===== src/rtl/lsf_rbin_sender.sv =====
// Transmit side of the LSF r-bin histogram interface: turns MDT hits into left/right
// r-bin pairs and sequences one theta slice (clear, stream, drain, done).
module lsf_rbin_sender #(
    parameter int RBINS        = 128,
    parameter int RBIN_WIDTH   = 8,
    parameter int R_WIDTH      = 12,
    parameter int D_WIDTH      = 10,
    parameter int R_OFFSET     = 1024,
    parameter int BIN_SHIFT    = 4,
    parameter int DRAIN_CYCLES = 3,
    parameter int MAX_HITS     = 15
) (
    input  logic                  clk,
    input  logic                  rst,
    input  logic                  slice_start,
    input  logic                  hit_valid,
    output logic                  hit_ready,
    input  logic [R_WIDTH-1:0]    hit_r,
    input  logic [D_WIDTH-1:0]    hit_drift,
    input  logic                  hit_last,
    output logic [RBIN_WIDTH-1:0] r_bin_0,
    output logic [RBIN_WIDTH-1:0] r_bin_1,
    output logic                  r_bin_vld,
    output logic                  enable_V,
    output logic                  reset_rbins,
    output logic                  slice_done,
    output logic [3:0]            hit_count,
    output logic                  overflow,
    output logic                  start_err,
    output logic                  busy
);

    localparam int XW = R_WIDTH + 2;
    localparam int SW = XW + 1;
    localparam logic signed [SW-1:0]   OFFS      = SW'(R_OFFSET);
    localparam logic signed [SW-1:0]   NBINS     = SW'(RBINS);
    localparam logic [RBIN_WIDTH-1:0]  BIN_INV   = {1'b1, {(RBIN_WIDTH-1){1'b0}}};
    localparam logic [3:0]             CAP       = 4'(MAX_HITS);
    localparam logic [7:0]             DRAIN_END = 8'(DRAIN_CYCLES + 1);

    typedef enum logic [2:0] {StIdle, StClear, StStream, StDrain, StDone} state_e;

    state_e                  state_q, state_d;
    logic [7:0]              drain_q, drain_d;
    logic [3:0]              cnt_q, cnt_d;
    logic                    ovf_q, ovf_d;
    logic                    s1_vld_q, s1_vld_d;
    logic signed [XW-1:0]    lo_q, lo_d, hi_q, hi_d;
    logic [RBIN_WIDTH-1:0]   bin0_q, bin0_d, bin1_q, bin1_d;
    logic                    vld_q, vld_d;
    logic                    start_err_q, start_err_d;
    logic                    hit_ready_q, hit_ready_d;
    logic                    enable_q, enable_d;
    logic                    clear_q, clear_d;
    logic                    done_q, done_d;
    logic                    busy_q, busy_d;

    logic                    accept;
    logic signed [XW-1:0]    r_ext, d_ext;
    logic [RBIN_WIDTH-1:0]   b0, b1;

    function automatic logic [RBIN_WIDTH-1:0] to_bin(input logic signed [XW-1:0] x);
        logic signed [SW-1:0] s;
        logic signed [SW-1:0] b;
        s = $signed({x[XW-1], x}) + OFFS;
        b = s >>> BIN_SHIFT;
        if (b >= 0 && b < NBINS) begin
            to_bin = {1'b0, b[RBIN_WIDTH-2:0]};
        end else begin
            to_bin = BIN_INV;
        end
    endfunction

    assign accept = hit_valid & hit_ready_q;
    assign r_ext  = {{2{hit_r[R_WIDTH-1]}}, hit_r};
    assign d_ext  = {{(XW-D_WIDTH){1'b0}}, hit_drift};
    assign b0     = to_bin(lo_q);
    assign b1     = to_bin(hi_q);

    always_comb begin
        state_d     = state_q;
        drain_d     = drain_q;
        cnt_d       = cnt_q;
        ovf_d       = ovf_q;
        s1_vld_d    = 1'b0;
        lo_d        = lo_q;
        hi_d        = hi_q;
        start_err_d = slice_start && (state_q != StIdle);

        case (state_q)
            StIdle: begin
                if (slice_start) begin
                    state_d = StClear;
                    cnt_d   = 4'd0;
                    ovf_d   = 1'b0;
                end
            end
            StClear:  state_d = StStream;
            StStream: begin
                if (accept && hit_last) begin
                    state_d = StDrain;
                    drain_d = 8'd0;
                end
            end
            StDrain: begin
                if (drain_q == DRAIN_END) begin
                    state_d = StDone;
                end else begin
                    drain_d = drain_q + 8'd1;
                end
            end
            StDone:   state_d = StIdle;
            default:  state_d = StIdle;
        endcase

        // Hits past the cap are consumed silently so the 4-bit bin counters never wrap.
        if (accept) begin
            if (cnt_q == CAP) begin
                ovf_d = 1'b1;
            end else begin
                cnt_d    = cnt_q + 4'd1;
                s1_vld_d = 1'b1;
                lo_d     = r_ext - d_ext;
                hi_d     = r_ext + d_ext;
            end
        end

        vld_d  = s1_vld_q;
        bin0_d = BIN_INV;
        bin1_d = BIN_INV;
        if (s1_vld_q) begin
            bin0_d = b0;
            // The accumulator adds once per index per cycle, so a coincident pair counts once.
            bin1_d = (!b0[RBIN_WIDTH-1] && (b0 == b1)) ? BIN_INV : b1;
        end

        hit_ready_d = (state_d == StStream);
        enable_d    = (state_d == StStream) || (state_d == StDrain) || (state_d == StDone);
        clear_d     = (state_d == StClear);
        done_d      = (state_d == StDone);
        busy_d      = (state_d != StIdle);
    end

    always_ff @(posedge clk) begin
        if (rst) begin
            state_q     <= StIdle;
            drain_q     <= 8'd0;
            cnt_q       <= 4'd0;
            ovf_q       <= 1'b0;
            s1_vld_q    <= 1'b0;
            lo_q        <= '0;
            hi_q        <= '0;
            bin0_q      <= BIN_INV;
            bin1_q      <= BIN_INV;
            vld_q       <= 1'b0;
            start_err_q <= 1'b0;
            hit_ready_q <= 1'b0;
            enable_q    <= 1'b0;
            clear_q     <= 1'b0;
            done_q      <= 1'b0;
            busy_q      <= 1'b0;
        end else begin
            state_q     <= state_d;
            drain_q     <= drain_d;
            cnt_q       <= cnt_d;
            ovf_q       <= ovf_d;
            s1_vld_q    <= s1_vld_d;
            lo_q        <= lo_d;
            hi_q        <= hi_d;
            bin0_q      <= bin0_d;
            bin1_q      <= bin1_d;
            vld_q       <= vld_d;
            start_err_q <= start_err_d;
            hit_ready_q <= hit_ready_d;
            enable_q    <= enable_d;
            clear_q     <= clear_d;
            done_q      <= done_d;
            busy_q      <= busy_d;
        end
    end

    assign hit_ready   = hit_ready_q;
    assign r_bin_0     = bin0_q;
    assign r_bin_1     = bin1_q;
    assign r_bin_vld   = vld_q;
    assign enable_V    = enable_q;
    assign reset_rbins = clear_q;
    assign slice_done  = done_q;
    assign hit_count   = cnt_q;
    assign overflow    = ovf_q;
    assign start_err   = start_err_q;
    assign busy        = busy_q;

endmodule


===== config.mk =====
export PLATFORM = sky130hd
export DESIGN_NAME = lsf_rbin_sender
export DESIGN_NICKNAME = d
export VERILOG_FILES = /design/src/rtl/lsf_rbin_sender.sv
export SDC_FILE = /design/constraint.sdc
export NUM_CORES = 1
export LEC_CHECK = 0
export ABC_AREA = 1
export CORE_MARGIN = 4
export CORE_UTILIZATION = 54
export DETAILED_ROUTE_END_ITERATION = 16
export GPL_ROUTABILITY_DRIVEN = 0
export GPL_TIMING_DRIVEN = 1
export HOLD_SLACK_MARGIN = 0.08
export PLACE_DENSITY = 0.81
export SLEW_MARGIN = 15
export SYNTH_ARGS = -nofsm -noshare
export SYNTH_HDL_FRONTEND = slang
export SYNTH_SLANG_ARGS = --single-unit

===== constraint.sdc =====
create_clock -name clk -period 2.4 [get_ports clk]
set_clock_uncertainty 0.2 [all_clocks]
set_input_delay 0.48 -clock clk [delete_from_list [all_inputs] [get_ports clk]]
set_output_delay 0.48 -clock clk [all_outputs]
set_load 0.01 [all_outputs]

### Word-level counts from Yosys, hierarchy flattened

Index checks and enable logic that the tools add are counted.

| cells by class | value |
|---|---|
| add/subtract/negate cells | 6 |
| bitwise operators | 4 |
| mux-type cells | 18 |
| reductions and logical operators | 17 |
| magnitude comparators | 4 |
| equality and inequality tests | 12 |

Operator list:

| cell | number |
|---|---|
| $mux W8 | 4 |
| $add A13 B12 Y14 const B | 2 |
| $ge A10 B1 Y1 const B | 2 |
| $lt A10 B9 Y1 const B | 2 |
| $mux W4 | 4 |
| $pmux W8 S2 | 1 |
| $add A12 B11 Y13 | 1 |
| $sub A12 B11 Y13 | 1 |
| $eq A3 B2 Y1 const B | 4 |
| $pmux W3 S4 | 1 |
| $mux W3 | 3 |
| $add A8 B1 Y8 const B | 1 |
| $eq A8 B3 Y1 const B | 1 |
| $eq A8 B8 Y1 | 1 |
| $eq A3 B1 Y1 const B | 2 |
| $reduce_bool A3 Y1 | 2 |
| $logic_and A1 B1 Y1 | 5 |
| $mux W1 | 5 |
| $add A4 B1 Y4 const B | 1 |
| $eq A4 B4 Y1 const B | 1 |
| $ne A2 B2 Y1 const B | 2 |
| $reduce_or A2 Y1 | 2 |
| $eq A3 B3 Y1 const B | 1 |
| $logic_not A3 Y1 | 1 |
| 8 further kinds | 11 |

| storage, ports and cells | value |
|---|---|
| input bits | 27 |
| output and inout port bits | 28 |
| flip-flop bits (word level) | 66 |
| logic and storage cells | 77 |

### Longest topological paths before layout

Gate-level depths: netlist of run 1.

| logic depth | value |
|---|---|
| depth in word-level cells | 7 |
| gate-level depth with buffers | 14 |
| mapped depth without buffers | 13 |

### Worst setup path before layout of run 1

No wires, ideal clock.

| path | value |
|---|---|
| path kind | input-to-reg |
| start | in hit_drift[4] |
| end | reg hi_q[9] |
| path buffers | 1 |
| data required time | 2.091 ns |
| library setup time | 0.109 ns |
| slack | 0.496 ns |
| data arrival time | 1.595 ns |
| stages on the path | 14 |
| cell sequence | inv_1 ha_1 buf_2 inv_1 nand2_1 nand2_1 a21oi_1 o21ai_2 nand2_1 nand2_1 nand2_1 nand3_1 nand2_1 inv_1 |

| on the way | value |
|---|---|
| cells in the longest elaborated chain, start to end | 1 |

Ends and longest elaborated chain:

| item | line | source |
|---|---|---|
| start, declared | 19 | `input logic [D_WIDTH-1:0] hit_drift,` |
| $add A12 B11 Y13 | 124 | `hi_d = r_ext + d_ext;` |
| end signal, assigned | 169 | `hi_q <= hi_d;` |
| end, declared | 48 | `logic signed [XW-1:0] lo_q, lo_d, hi_q, hi_d;` |

No other way between the ends.
A chain may end at the register's enable or synchronous reset.

### Worst setup path after layout of run 1

Ends and elaborated chain as after synthesis.

==> results of run 1 <==
==> sequential cells by signal (all words and copies together) (netlist names) <==
register     cells
r_bin_1          8
busy             1
r_bin_0          8
hit_count        4
lo_q             9
reset_rbins      1
start_err        1
hit_ready        1
state_q          3
drain_q          8
s1_vld_q         1
slice_done       1
hi_q             9
enable_V         1
r_bin_vld        1
overflow         1
==> synthesized netlist by cell type, types with 5 or more instances <==
library cell	n
nand4_1	8
ha_1	25
inv_1	70
o21ai_1	8
xor2_1	5
nor2_2	7
nand2_1	109
dfxtp_1	58
o21ai_0	20
a21oi_1	33
inv_2	8
nand2_2	5
nor2_1	49
nand3_1	40
nor3_1	8
==> cell families (layout without fill, tap and decap cells) <==
family | after synthesis | in the layout | synth area share
adder cells (fa/ha/maj) | 25 | 25 | 0.0929
buffers and inverters | 87 | 182 | 0.104
AND/OR/NAND/NOR | 236 | 236 | 0.315
AO/OA/AOI/OAI | 75 | 75 | 0.125
XOR/XNOR | 7 | 7 | 0.0182
flip-flops | 58 | 58 | 0.345
==> metal layers <==
metal	wire [µm]	share of wire
met5	0	0
met4	398	0.048
met3	456	0.055
met2	3920	0.48
met1	3450	0.42
==> area by class of cell <==
class	count	area [µm²]
inverter	80	304
clock inverter	2	35.0
fill	475	1590
clock buffer	14	163
sequential	58	1160
timing repair buffer	86	781
multi-input combinational	343	1870
tap	75	93.8
==> per-stage QoR <==
step                      total power, mW   util  TNS (ns)  setup slack [ns]  hold WS [ns]
after floorplan                      1.32      -         0             0.496         0.243
after global placement               1.51  0.701    -0.900            -0.202         0.254
after detailed placement             1.53  0.701     -1.65            -0.251         0.275
after CTS                            2.42  0.734         0            0.0889         0.283
after global routing                 2.53  0.735         0          0.000866         0.294
final                                2.41  0.735         0             0.147         0.282
==> worst min-delay path: stages (launching register included) <==
cell	delay [ns]
dfxtp_1	0.32
inv_1	0.08
nor2_2	0.04
==> final timing paths <==
kind | start | slack, ns | cells after the start | endpoint
worst min-delay path | hi_q[4]$_SDFFE_PP0P_ | 0.28 | 2 | r_bin_1[0]$_SDFF_PP0_
worst min register to register | hi_q[4]$_SDFFE_PP0P_ | 0.28 | 2 | r_bin_1[0]$_SDFF_PP0_
worst max register to register | hi_q[10]$_SDFFE_PP0P_ | 0.42 | 10 | r_bin_1[3]$_SDFF_PP0_
worst max-delay path | hit_drift[4] | 0.15 | 14 | hi_q[9]$_SDFFE_PP0P_
==> power groups by stage <==
stage                     Combinational (mW)  Sequential [mW]  Clock, mW
after global routing                   0.564             1.01      0.960
after floorplan                        0.291             1.03          0
after CTS                              0.503             1.01      0.907
final                                  0.509             1.01      0.891
after global placement                 0.487             1.03          0
after detailed placement               0.499             1.03          0
==> metrics.yaml, run 1 <==
run_status: "complete, no violations"
num_vias: 3367
hold_buffers: 0
clockBufferDepth: 2
synthArstFlopShare: 0
vias_per_cell: 5.12
yosysTopAreaCell: "dfxtp_1"
grt_max_degree: 17
cts_resized: 0
synth_area_mm2: 0.00337
synth_ff_type: "dfxtp_1"
peakVddDrop_mv: 0.424
finalWirelength_um: 8230
met3_usage: 0.0577
htreeDepth: 3
cts-root-buf: "clkbuf_8"
areaGrowthSynthToFinish_pct: 30.7
wl_per_cell_um: 12.5
top_usage_layer: "met2"
syn_area_per_cell_um2: 6.90
synth_edf_count: 0
mostFrequentLayoutCell: "nand2_1"
grt_pass1_wl_um: 13900
io_pins: 55
power.internal_mw: 1.75
hpwl_um: 6640
clkLatencyLatePin_ns: 0.34
synthDistinctLibCells: 37
hp-class: "flip-flop to flip-flop"
final_cell_mix: "nand2_1, inv_1, dfxtp_1"
worst_slew_pin_slew_ns: 0.411
path_class: "input pin to flip-flop"
cp-end-kind: "flip-flop"
cp_top_family: "buffers and inverters"
row_count: 28
final_cells: 658
cp-start-kind: "input pin"
drtIter0Drc: 133
antenna_cells: 0
slowest_delay_ns: 0.48
grt_use_met1: 0.261
dieHeight_um: 87.0
antenna_found_initial: 0
globalRouteMet2Util: 0.400
initial_utilization: 0.562
crit_fanout: 6
cts_num_sinks: 58
comb_power_share: 0.212
finalCriticalPeriod_ns: 2.25
first_global_vias: 3275
p_leak_nw: 2.02
port_buffers: 54
hold_viol: 0
synth_top_area_share: 0.345
maxSlewViolCount: 0
syn_inst: 488
globalRoute.totalOverflow: 0
ant_nets: 0
crit_chain: "clkdlybuf4s50_1 > inv_1 > ha_1 > inv_1 > nand2_1 > nand2_1 > a21oi_1 > o21ai_2 > nand2_1 > nand2_1 > nand2_1 > nand3_1 > nand2_1 > inv_1"
synth_area_leaders: "dfxtp_1, nand2_1, ha_1, inv_1, nand3_1"
yosysSeqAreaShare: 0.345
cts_buffers: 9
grt_util_all_layers: 0.232
setup_viol: 0
post-route-cell-area_mm2: 0.00440
die_area_mm2: 0.00756
cpMostUsedCell: "nand2_1"
drc_errors: 0
syn_nets: 540
critPathSlowestCell: "clkdlybuf4s50_1"
rsz0062_at_grt: "false"
cts_tree: "yes"
numPlacedInstances: 642
finalCritPeriodShare: 0.939
timing.fmax_mhz: 444
dieWidth_um: 87.0
cp.arrival_ns: 2.29
p_sw_frac: 0.274
synth-warning-count: 0
core_mm2: 0.00599
placed_area_mm2: 0.00420
power-per-cell-area_mw_per_mm2: 547
drive_above_1_share: 0.144
p_seq_frac: 0.418
first_pass_iters: 5
pwr-share-clk: 0.370
cap_violations: 0
required_ns: 2.44
ys_ff_latch: 58
nets: 630
cp.buffers_inverters: 4
p_sw_uw: 660
slew_headroom: 0.726
clk_pin_slew_ns: 0.06
post-cts-setup-buffers: 0
Note: power is estimated with default switching activity, not from simulation.
==> run 2: changes to the inputs <==
--- a/config.mk
+++ b/config.mk
@@ -8,6 +8,7 @@
 export ABC_AREA = 1
 export CORE_MARGIN = 4
 export CORE_UTILIZATION = 54
+export CTS_BUF_LIST = sky130_fd_sc_hd__clkbuf_4 sky130_fd_sc_hd__clkbuf_8 sky130_fd_sc_hd__clkbuf_16
 export DETAILED_ROUTE_END_ITERATION = 16
 export GPL_ROUTABILITY_DRIVEN = 0
 export GPL_TIMING_DRIVEN = 1
==> metrics.yaml, run 2 (same netlist as run 1, synthesis figures left out) <==
cpMostUsedCell: "nand2_1"
cp-end-kind: "flip-flop"
antenna_found_initial: 0  # unchanged
drive_above_1_share: 0.149  # +0.00515
drc_errors: 0  # unchanged
peakVddDrop_mv: 0.429  # +1.2%
finalCritPeriodShare: 0.939  # about the same
hpwl_um: 6640  # unchanged
multiInputGateArea_mm2: 0.00187  # unchanged
grt_util_all_layers: 0.232  # +0.000394
grt_pass1_wl_um: 13900  # +0.14%
crit_chain: "clkdlybuf4s50_1 > inv_1 > ha_1 > inv_1 > nand2_1 > nand2_1 > a21oi_1 > o21ai_2 > nand2_1 > nand2_1 > nand2_1 > nand3_1 > nand2_1 > inv_1"
htreeDepth: 3  # unchanged
r2r-end: "r_bin_1[3]$_SDFF_PP0_"
worst_slew_pin_slew_ns: 0.409  # -0.00131 ns
p_leak_nw: 2.03  # +0.51%
cp-start-kind: "input pin"
hold_viol: 0  # unchanged
maxSlewViolCount: 0  # unchanged
setup_slack_ns: 0.148  # +0.000928 ns
crit_path_end: "hi_q[9]$_SDFFE_PP0P_"
timing.fmax_mhz: 444  # about the same
grt_max_degree: 17  # unchanged
pre_cts_ws_ns: -0.251  # unchanged
cts-root-buf: "clkbuf_8"
finalWirelength_um: 8220  # about the same
run_status: "complete, no violations"
dieHeight_um: 87.0  # unchanged
slowest_delay_ns: 0.48  # about the same
largestRegisters: "hi_q (9), lo_q (9)"
slew_headroom: 0.727  # +0.000876
ff2ff_setup_slack_ns: 0.43  # about the same
drtIter0Drc: 160  # +20%
port_buffers: 54  # unchanged
first_pass_iters: 5  # unchanged
vias_per_cell: 5.12  # +0.15%
cap_violations: 0  # unchanged
nets: 630  # unchanged
post-cts-setup-buffers: 0  # unchanged
setup_viol: 0  # unchanged
mostFrequentLayoutCell: "nand2_1"
seq_area_mm2: 0.00116  # unchanged
path_class: "input pin to flip-flop"
r2r-start: "hi_q[10]$_SDFFE_PP0P_"
required_ns: 2.43  # about the same
cts_num_sinks: 58  # unchanged
ff2ff_path_depth: 9  # -1
initial_utilization: 0.562  # unchanged
core_mm2: 0.00599  # unchanged
crit_fanout: 6  # unchanged
globalRoute.totalOverflow: 0  # unchanged
p_total_mw: 2.44  # +1.2%
io_pins: 55  # unchanged
startpoint: "hit_drift[4]"
cp.arrival_ns: 2.28  # about the same
clk_pin_slew_ns: 0.06  # about the same
cts_tree: "yes"
finalCriticalPeriod_ns: 2.25  # -0.000928 ns
critPathSlowestCell: "clkdlybuf4s50_1"
num_vias: 3372  # +0.15%
power-per-cell-area_mw_per_mm2: 552  # +0.98%
antenna_cells: 0  # unchanged
clockBufferDepth: 2  # unchanged
fill_cells: 473  # -0.42%
ant_nets: 0  # unchanged
wl_per_cell_um: 12.5  # about the same
first_global_vias: 3280  # +0.15%
clkLatencyLatePin_ns: 0.33  # about the same
hp-class: "flip-flop to flip-flop"
die_area_mm2: 0.00756  # unchanged
areaGrowthSynthToFinish_pct: 31.1
final_cell_mix: "nand2_1, inv_1, dfxtp_1"
dieWidth_um: 87.0  # unchanged
cts_buffers: 9  # unchanged
row_count: 28  # unchanged
rsz0062_at_grt: "false"
-- run 2: worst min-delay path by stage --
| stage | end | from | slack (ns) | cells after the start |
|---|---|---|---|---|
| 2_1_floorplan | r_bin_0[2]$_SDFF_PP0_ | lo_q[6]$_SDFFE_PP0P_ | 0.24 | 2 |
| 3_3_place_gp | overflow$_SDFF_PP0_ | overflow$_SDFF_PP0_ | 0.25 | 2 |
| 3_5_place_dp | drain_q[6]$_SDFFE_PP0P_ | drain_q[6]$_SDFFE_PP0P_ | 0.27 | 2 |
| 4_1_cts | r_bin_1[0]$_SDFF_PP0_ | hi_q[4]$_SDFFE_PP0P_ | 0.28 | 2 |
| 5_1_grt | r_bin_1[0]$_SDFF_PP0_ | hi_q[4]$_SDFFE_PP0P_ | 0.29 | 2 |
| 6_report | r_bin_1[0]$_SDFF_PP0_ | hi_q[4]$_SDFFE_PP0P_ | 0.28 | 2 |
-- run 2: area by class of cell --
| cell class | instances | area share |
|---|---|---|
| multi-input combinational | 343 | 0.423 |
| inverter | 80 | 0.0689 |
| tap | 75 | 0.0213 |
| clock buffer | 14 | 0.0394 |
| clock inverter | 2 | 0.00794 |
| sequential | 58 | 0.263 |
| timing repair buffer | 86 | 0.177 |
-- run 2: routing by layer --
metal / up-vias / GRT usage / part of all wire
li1: 1740 / - / -
met2: 123 / 0.395 / 0.47
met4: 0 / 0.129 / 0.051
met1: 1471 / 0.265 / 0.42
met5: - / 0 / 0
met3: 38 / 0.0577 / 0.052
-- run 2: power breakdown --
| part | switching (mW) | leakage (nW) | internal, mW |
|---|---|---|---|
| clock network | 0.351 | 0.111 | 0.569 |
| logic | 0.288 | 1.45 | 0.222 |
| registers | 0.0171 | 0.470 | 0.989 |
-- run 2: metrics by stage --
stage / hold WS [ns] / cell area (µm²) / util / cells / setup TNS (ns)
floorplan: 0.243 / 3370 / - / 488 / 0
global placement: 0.254 / 4200 / 0.701 / 642 / -0.900
detailed placement: 0.275 / 4200 / 0.701 / 642 / -1.65
CTS: 0.283 / 4410 / 0.736 / 658 / 0
global route: 0.294 / 4410 / 0.737 / 658 / 0
finish: 0.281 / 4410 / 0.737 / 658 / 0
-- run 2: critical path, delay by kind of cell --
family | cells | cell delay, ns
adder cells (fa/ha/maj) | 1 | 0.37
buffers and inverters | 4 | 0.66
AO/OA/AOI/OAI | 2 | 0.26
AND/OR/NAND/NOR | 7 | 0.51
-- run 2: timing repair --
item | 4_1_cts | 5_1_grt
setup endpoints to repair | 0 | 3
hold buffers | 0 | 0
hold endpoints to repair | 0 | 0
gates resized for setup | 0 | 4
